**src/rtl/frame_rect_writer_pkg.sv**
```systemverilog
// Shared frame-buffer constants and types for the rectangle writer.
// Frame geometry, pixel/address widths, FSM states, command bundle, clip helper.
package frame_rect_writer_pkg;

  localparam int FB_H_RES = 400;
  localparam int FB_V_RES = 300;
  localparam int ADDR_W   = 19;
  localparam int PIX_W    = 4;
  localparam int COORD_W  = 10;

  typedef enum logic [1:0] {
    IDLE,
    CLIP,
    FILL,
    DONE
  } frw_state_e;

  typedef struct packed {
    logic [COORD_W-1:0] x;
    logic [COORD_W-1:0] y;
    logic [COORD_W-1:0] w;
    logic [COORD_W-1:0] h;
    logic [PIX_W-1:0]   color;
  } rect_cmd_t;

  // Exclusive end coordinate, saturated at the frame edge.
  // One extra bit keeps start+len from wrapping.
  function automatic logic [COORD_W:0] clip_end(
    input logic [COORD_W-1:0] start,
    input logic [COORD_W-1:0] len,
    input int                 lim
  );
    logic [COORD_W:0] sum;
    sum = {1'b0, start} + {1'b0, len};
    if (int'(sum) > lim) begin
      return (COORD_W+1)'(lim);
    end
    return sum;
  endfunction

endpackage

```
**src/rtl/frame_rect_writer_fb_addr_gen.sv**
```systemverilog
// Row-major pixel walker: column/row counters plus running row base.
// Ports: clk, rst_n, load_i, step_i, stall_i, x_i/y_i start, x_end_i/y_end_i, addr_o, last_o.
module fb_addr_gen
  import frame_rect_writer_pkg::*;
#(
  parameter int H_RES = FB_H_RES
) (
  input  logic               clk,
  input  logic               rst_n,
  input  logic               load_i,
  input  logic               step_i,
  input  logic               stall_i,
  input  logic [COORD_W-1:0] x_i,
  input  logic [COORD_W-1:0] y_i,
  input  logic [COORD_W:0]   x_end_i,
  input  logic [COORD_W:0]   y_end_i,
  output logic [ADDR_W-1:0]  addr_o,
  output logic               last_o
);

  localparam logic [COORD_W:0] ONE_W = 1;

  logic [COORD_W-1:0] col_q, col_d;
  logic [COORD_W-1:0] row_q, row_d;
  logic [ADDR_W-1:0]  base_q, base_d;
  logic               col_last;
  logic               row_last;

  assign col_last = ({1'b0, col_q} + ONE_W) == x_end_i;
  assign row_last = ({1'b0, row_q} + ONE_W) == y_end_i;
  assign last_o   = col_last && row_last;
  assign addr_o   = base_q + ADDR_W'(col_q);

  always_comb begin
    col_d  = col_q;
    row_d  = row_q;
    base_d = base_q;
    if (load_i) begin
      col_d  = x_i;
      row_d  = y_i;
      // Constant multiplicand: reduces to a fixed shift-add once per load.
      base_d = ADDR_W'(int'(y_i) * H_RES);
    end else if (step_i && !stall_i) begin
      if (col_last) begin
        col_d  = x_i;
        row_d  = row_q + COORD_W'(1);
        base_d = base_q + ADDR_W'(H_RES);
      end else begin
        col_d  = col_q + COORD_W'(1);
      end
    end
  end

  always_ff @(posedge clk) begin
    if (!rst_n) begin
      col_q  <= '0;
      row_q  <= '0;
      base_q <= '0;
    end else begin
      col_q  <= col_d;
      row_q  <= row_d;
      base_q <= base_d;
    end
  end

endmodule

```
**src/rtl/frame_rect_writer.sv**
```systemverilog
// Fills a clipped rectangle of the frame buffer with one colour, one pixel per cycle.
// Ports: pclk/rst_n, cmd_* handshake+fields, vblnk_in gate, wr_* memory port, busy/done.
module frame_rect_writer
  import frame_rect_writer_pkg::*;
#(
  parameter int H_RES       = FB_H_RES,
  parameter int V_RES       = FB_V_RES,
  parameter int GATE_VBLANK = 1
) (
  input  logic               pclk,
  input  logic               rst_n,
  input  logic               cmd_valid,
  output logic               cmd_ready,
  input  logic [COORD_W-1:0] cmd_x,
  input  logic [COORD_W-1:0] cmd_y,
  input  logic [COORD_W-1:0] cmd_w,
  input  logic [COORD_W-1:0] cmd_h,
  input  logic [PIX_W-1:0]   cmd_color,
  input  logic               vblnk_in,
  output logic               wr_en,
  output logic [ADDR_W-1:0]  wr_addr,
  output logic [PIX_W-1:0]   wr_data,
  output logic               busy,
  output logic               done
);

  frw_state_e        state_q, state_d;
  rect_cmd_t         cmd_q, cmd_d;
  logic [COORD_W:0]  x_end_q, x_end_d;
  logic [COORD_W:0]  y_end_q, y_end_d;
  // Held low through reset so cmd_ready stays 0 until the first live edge.
  logic              live_q;
  logic              fill_en;
  logic              empty;
  logic              ag_load;
  logic              ag_step;
  logic              ag_last;
  logic [ADDR_W-1:0] ag_addr;

  assign fill_en = (GATE_VBLANK == 0) || vblnk_in;

  assign empty = (cmd_q.w == '0)
              || (cmd_q.h == '0)
              || (int'(cmd_q.x) >= H_RES)
              || (int'(cmd_q.y) >= V_RES);

  fb_addr_gen #(
    .H_RES (H_RES)
  ) u_addr_gen (
    .clk     (pclk),
    .rst_n   (rst_n),
    .load_i  (ag_load),
    .step_i  (ag_step),
    .stall_i (!fill_en),
    .x_i     (cmd_q.x),
    .y_i     (cmd_q.y),
    .x_end_i (x_end_q),
    .y_end_i (y_end_q),
    .addr_o  (ag_addr),
    .last_o  (ag_last)
  );

  always_comb begin
    state_d   = state_q;
    cmd_d     = cmd_q;
    x_end_d   = x_end_q;
    y_end_d   = y_end_q;
    ag_load   = 1'b0;
    ag_step   = 1'b0;
    cmd_ready = 1'b0;
    busy      = 1'b1;
    done      = 1'b0;
    wr_en     = 1'b0;
    wr_addr   = '0;
    wr_data   = '0;
    unique case (state_q)
      IDLE: begin
        busy      = 1'b0;
        cmd_ready = live_q;
        if (cmd_valid && live_q) begin
          cmd_d.x     = cmd_x;
          cmd_d.y     = cmd_y;
          cmd_d.w     = cmd_w;
          cmd_d.h     = cmd_h;
          cmd_d.color = cmd_color;
          state_d     = CLIP;
        end
      end
      CLIP: begin
        x_end_d = clip_end(cmd_q.x, cmd_q.w, H_RES);
        y_end_d = clip_end(cmd_q.y, cmd_q.h, V_RES);
        ag_load = 1'b1;
        state_d = empty ? DONE : FILL;
      end
      FILL: begin
        ag_step = 1'b1;
        if (fill_en) begin
          wr_en   = 1'b1;
          wr_addr = ag_addr;
          wr_data = cmd_q.color;
          if (ag_last) begin
            state_d = DONE;
          end
        end
      end
      DONE: begin
        done    = 1'b1;
        state_d = IDLE;
      end
      default: begin
        state_d = IDLE;
      end
    endcase
  end

  always_ff @(posedge pclk) begin
    if (!rst_n) begin
      state_q <= IDLE;
      cmd_q   <= '0;
      x_end_q <= '0;
      y_end_q <= '0;
      live_q  <= 1'b0;
    end else begin
      state_q <= state_d;
      cmd_q   <= cmd_d;
      x_end_q <= x_end_d;
      y_end_q <= y_end_d;
      live_q  <= 1'b1;
    end
  end

endmodule

```
**config.mk**
```make
export PLATFORM = sky130hd
export DESIGN_NAME = frame_rect_writer
export DESIGN_NICKNAME = d
export VERILOG_FILES = /design/src/rtl/frame_rect_writer_pkg.sv /design/src/rtl/frame_rect_writer_fb_addr_gen.sv /design/src/rtl/frame_rect_writer.sv
export SDC_FILE = /design/constraint.sdc
export NUM_CORES = 1
export LEC_CHECK = 0
export BUFFER_PORTS_ARGS = -buffer_cell sky130_fd_sc_hd__buf_2
export CORE_ASPECT_RATIO = 1.1
export CORE_UTILIZATION = 61
export CTS_CLUSTER_DIAMETER = 50
export DETAILED_ROUTE_END_ITERATION = 8
export GPL_ROUTABILITY_DRIVEN = 1
export GPL_TIMING_DRIVEN = 0
export PLACE_DENSITY = 0.82
export SLEW_MARGIN = 40
export SYNTH_ARGS = -nofsm -noshare
export SYNTH_HDL_FRONTEND = slang
export SYNTH_SLANG_ARGS = --single-unit
```
**constraint.sdc**
```tcl
create_clock -name pclk -period 4 [get_ports pclk]
set_input_delay 0.2 -clock pclk [delete_from_list [all_inputs] [get_ports pclk]]
set_output_delay 0.2 -clock pclk [all_outputs]
set_load 0.02 [all_outputs]
```
After elaboration in Yosys (flattened, before gate mapping)

Cells that the tools add are included.

$add $sub $neg: 8
Multipliers: 1
Magnitude comparators: 4
Equality and inequality tests: 8
Muxes and demuxes: 34
Bitwise gates (word level): 1
Reduce and logical (&&, ||, !) cells: 16

Operators by type and width:

| cell                                                                                  | number |
|---|---|
| 19-bit 2-to-1 mux                                                                     | 5 |
| 10-bit 2-to-1 mux                                                                     | 6 |
| 11-bit 2-to-1 mux                                                                     | 4 |
| 10-bit by 1-bit adder with 11-bit output (second input constant)                      | 2 |
| 10-bit by 10-bit adder with 11-bit output                                             | 2 |
| 11-bit equality test                                                                  | 2 |
| 11-bit by 9-bit > comparator with 1-bit output (second input constant)                | 2 |
| 10-bit by 1-bit adder with 10-bit output (second input constant)                      | 2 |
| 10-bit by 9-bit greater-or-equal comparator with 1-bit output (second input constant) | 2 |
| 10-bit logical NOT                                                                    | 2 |
| 19-bit by 10-bit adder with 19-bit output                                             | 1 |
| 19-bit by 9-bit adder with 19-bit output (second input constant)                      | 1 |
| 10-bit by 5-bit multiplier with 15-bit output (second input constant)                 | 1 |
| 1-bit 2-to-1 mux                                                                      | 13 |
| 4-bit 2-to-1 mux                                                                      | 2 |
| 2-bit one-hot mux with 4 select lines                                                 | 1 |
| 2-bit 2-to-1 mux                                                                      | 3 |
| 2-bit inequality test (second input constant)                                         | 3 |
| 2-bit AND reduction                                                                   | 3 |
| 2-bit equality test (second input constant)                                           | 2 |
| 2-bit nonzero test                                                                    | 2 |
| 1-bit logical AND                                                                     | 3 |
| 1-bit logical OR                                                                      | 3 |
| 3-bit AND reduction                                                                   | 1 |
| 4 further kinds                                                                       | 4 |

Flip-flop bits (word level): 108
Input port bits: 48
Output and inout port bits: 27
Word-level logic and storage cells: 85

Longest topological paths before layout

Word-level depth: 6
Depth in mapped cells: 14
Mapped depth without buffers: 14

Cells and area by module

Synthesis repeated with hierarchy kept, for this count alone.

Cells, all modules: 907
Area, all modules: 7,452.1 sq um

By module, submodules not included:

| module            | instances | cells each | area an instance (sq um) | sequential area each (sq um) |
|---|---|---|---|---|
| fb_addr_gen       | 1         | 464        | 3,819.9                  | 700.7 |
| frame_rect_writer | 1         | 443        | 3,632.2                  | 1,381.3 |

Worst setup path after synthesis

Ideal clock, no wire load.

Path kind: flip-flop to flip-flop
Start point: reg cmd_q[28] (netlist name)
End point: reg u_addr_gen.base_q[17]
Library setup time: 122 ps
Arrival: 2,853 ps
Setup slack: 1,026 ps
Cell stages (with the launch flop): 15
Path buffers: 0
Cells stage by stage: dfxtp_1 > inv_1 > ha_1 > inv_1 > ha_1 > inv_1 > fa_1 > inv_1 > ha_1 > nand2_1 > o21ai_0 > o41ai_1 > nand4b_1 > nand4_1 > o311a_1

Word-level cells in the longest chain between the ends: 2

Ends and longest elaborated chain:

| what                                          | line                                | RTL |
|---|---|---|
| from (decl)                                   | frame_rect_writer.sv:28             | `rect_cmd_t cmd_q, cmd_d;` |
| from (signal assigned)                        | frame_rect_writer.sv:125            | `cmd_q <= cmd_d;` |
| 10-bit by 5-bit multiplier with 15-bit output | frame_rect_writer_fb_addr_gen.sv:42 | `base_d = ADDR_W'(int'(y_i) * H_RES);` |
| 19-bit 2-to-1 mux                             | frame_rect_writer_fb_addr_gen.sv:38 | `if (load_i) begin` |
| to (signal assigned)                          | frame_rect_writer_fb_addr_gen.sv:62 | `base_q <= base_d;` |
| to (decl)                                     | frame_rect_writer_fb_addr_gen.sv:25 | `logic [ADDR_W-1:0] base_q, base_d;` |

No other way between the ends.
A chain may end at the register's enable or synchronous reset.

Worst setup path in the final report

Ends and elaborated chain as after synthesis.

==> flow_summary.yaml <==
global_route:
  grtUsageTotal_pct: 34.2
  grt_pass1_wl_mm: 35.0
  gr-usage-met3_pct: 5.38
  overflow: 0
  antenna_found_initial: 0
  grt_pass1_vias: 7243
  grt.busiest_layer: "met2"
  grt_util_met1_pct: 44.3
  grt_use_met2_pct: 55.5
  grt_start_max_net_pins: 16
worst_setup_path:
  cp_max_fo: 7
  critPathBufInv: 4
  required_ns: 4.25
  critPathArrivalTime_ns: 3.92
  path_common_cell: "inv_1"
  path_cells: "inv_1 > ha_1 > inv_1 > ha_1 > inv_1 > fa_1 > inv_1 > ha_1 > nand2_1 > o21ai_0 > o41ai_1 > nand4b_1 > nand4_1 > o311a_1"
  end_kind: "flop"
  cp_slowest_cell: "o41ai_1"
  startpoint_type: "flop"
  crit_family: "adder cells"
  critPathMaxStageDelay_ns: 0.61
  worstSetupPathType: "reg -> reg"
floorplanning:
  core_area_um2: 12100
  ios: 75
  die-width_um: 109
  start_util_pct: 63.1
  die_y_um: 120
  die_area_um2: 13000
  rows: 42
timing:
  period_share_pct: 91.8
  post-route-min-period_ns: 3.67
  finClkSkew_ns: 0.00862
  fmax_mhz: 272
  max_slew_margin_pct: 52.2
  finalWorstSetupSlack_ns: 0.327
  hold_viol: 0
  slew_viol_final: 0
  rsz0062_at_grt: "no"
  setup_viol: 0
  worst_pin_slew_ns: 0.707
  setup-tns-final_ns: 0
pwr:
  ir_drop_mv: 0.363
  p_leak_nw: 3.78
  p_per_area_nw_per_um2: 514
run_status:
  outcome: "complete, no violations"
placement:
  post-place-ws_ns: 0.431
  dp_hpwl_mm: 16.1
  gp_congestion: 0.911
  portBuffers: 74
synthesis:
  yosys_register_bits: 104
  synth_fa_ha_area_share_pct: 14.0
  synth_ff_type: "dfxtp_1"
  avgSynthCellArea_um2: 7.77
  synth_nets: 1115
  synthMuxAreaShare_pct: 1.06
  syn_area_um2: 7660
  async_flop_share_pct: 0
  synth_compound_area_share_pct: 22.7
  synth_top_family_by_area: "simple AND/OR/NAND/NOR gates"
  synth_cell_types: 72
  syn-instance-count: 986
  synthXorXnorAreaFrac_pct: 5.37
  yosys_warnings: 0
  synth-simple-area-share_pct: 23.8
  synth-edff-count: 0
  ys_seq_area_share_pct: 27.2
routing:
  ant_nets: 0
  drtIter0Drc: 815
  vias_per_cell: 6.27
  vias: 7721
  dr.pass1.iters: 5
  drc: 0
  wl_mm: 21.4
  route.detailed.wl_per_inst_um: 17.4
clock_network:
  cts_tree: "yes"
  cts_num_sinks: 104
  cts_buffer_depth: 2
  cts_setup_buffers: 0
  clk_pin_slew_ns: 0.07
  cts-root-buf: "clkbuf_16"
  cts_inserted_buffers: 9
  cts_max_level: 3
  clk_latency_ns: 0.36
  cts-resized-gates: 0
job:
  maxCapViolCount: 0
finish:
  nets: 1201
  synthToLayoutAreaGrowth_pct: 11.0
  drive_above_1_share_pct: 10.9
  multiInputGateArea_um2: 5130
  nFillCells: 1023
  diodes: 0
  seq_area_um2: 2080
hold_path:
  hp-class: "in -> reg"
power breakdown:
| part | total [mW] | switching [mW] | internal, mW |
|---|---|---|---|
| combinational | 2.00 | 1.28 | 0.727 |
| clock | 0.839 | 0.397 | 0.442 |
| sequential | 1.53 | 0.283 | 1.25 |
| total | 4.38 | 1.96 | 2.42 |
stage by stage:
| stage | power [mW] | instance area (um2) | utilization [%] | cells | hold slack (ns) |
|---|---|---|---|---|---|
| global placement | 3.43 | 8230 | 67.8 | 1214 | 0.361 |
| CTS | 4.31 | 8500 | 70.1 | 1231 | 0.0738 |
| global route | 4.63 | 8500 | 70.1 | 1231 | 0.0798 |
| detailed placement | 3.48 | 8230 | 67.8 | 1214 | 0.360 |
| finish | 4.38 | 8500 | 70.1 | 1231 | 0.0727 |
| floorplan | 2.90 | 7660 | - | 986 | 0.228 |
cells in the mapped netlist (4+ instances only):
library cell,instances,area share (%)
nand2_1,143,7.0
dfxtp_1,104,27
a21oi_1,76,5.0
ha_1,73,12
nand3_1,58,3.8
o21ai_0,56,3.7
inv_1,51,2.5
clkbuf_1,43,2.1
nor2_1,41,2.0
and3_1,30,2.4
xnor2_1,30,3.4
nor3_1,24,1.6
o211ai_1,18,1.8
or3_1,17,1.4
xor2_1,17,1.9
a31oi_1,15,1.2
a21o_1,14,1.4
nand4_1,14,1.1
a32oi_1,12,1.4
o31a_1,10,1.1
or4_1,10,0.98
a211oi_1,9,0.88
nor4_1,9,0.73
o31ai_1,9,0.88
buf_2,8,0.52
fa_1,8,2.1
mux2i_1,7,0.91
or2_2,5,0.41
a211o_1,4,0.46
nand2b_1,4,0.33
final timing paths:
path / startpoint / end / slack (ns) / depth (start not counted)
min reg2reg: cmd_q[2] / cmd_q[2] / 0.45 / 2
max reg2reg: cmd_q[28] / u_addr_gen.base_q[17] / 0.33 / 14
min: cmd_y[2] / cmd_q[26] / 0.07 / 3
max: cmd_q[28] / u_addr_gen.base_q[17] / 0.33 / 14
what timing repair did:
item                       in CTS  in global routing
hold buffers                    1                  0
hold endpoints to repair        1                  0
setup endpoints to repair       0                  0
cells in the final DEF (no fill, tap or decap), types with 4 or more instances in the layout:
| master | n |
|---|---|
| nand2_1 | 143 |
| dfxtp_1 | 104 |
| buf_2 | 82 |
| a21oi_1 | 76 |
| ha_1 | 73 |
| nand3_1 | 58 |
| o21ai_0 | 56 |
| inv_1 | 51 |
| clkbuf_1 | 47 |
| nor2_1 | 41 |
| and3_1 | 30 |
| xnor2_1 | 30 |
| nor3_1 | 24 |
| o211ai_1 | 18 |
| or3_1 | 17 |
| xor2_1 | 17 |
| a31oi_1 | 15 |
| a21o_1 | 14 |
| nand4_1 | 14 |
| a32oi_1 | 12 |
| or4_1 | 10 |
| o31a_1 | 10 |
| a211oi_1 | 9 |
| o31ai_1 | 9 |
| nor4_1 | 9 |
| clkbuf_16 | 9 |
| fa_1 | 8 |
| mux2i_1 | 7 |
| or2_2 | 5 |
| a211o_1 | 4 |
| nand2b_1 | 4 |
area by class of cell:
cell class,instances,share of cell area (%)
multi-input cells,773,60.4
flip-flops and latches,104,24.5
repair buffers,75,4.47
clock buffers,14,2.99
plain buffers,57,2.99
inverters,52,2.30
well taps,154,2.27
clock inverters,2,0.162
kinds of logic after synthesis:
kind of cell | Yosys count
adder cells (fa/ha/maj) | 81
flip-flops | 104
multiplexers | 8
AO/OA/AOI/OAI | 265
AND/OR/NAND/NOR | 372
XOR/XNOR | 47
buffers and inverters | 109
state kept, by name (all words and copies together), names as in the netlist:
| signal | flops |
|---|---|
| cmd_q | 44 |
| live_q | 1 |
| state_q | 2 |
| u_addr_gen.base_q | 15 |
| u_addr_gen.col_q | 10 |
| u_addr_gen.row_q | 10 |
| x_end_q | 11 |
| y_end_q | 11 |
per-layer routing:
layer  vias to the layer above  share of wire (%)
li1                       3773                  -
met1                      3569                 43
met2                       329                 46
met3                        50                7.7
met4                         0                2.7
met5                         -                  0
worst min-delay path, cell delays in order:
cell and delay, ns:
buf_2 0.09, nand2_1 0.04, a21oi_1 0.05
(Power assumes the default switching activity.)
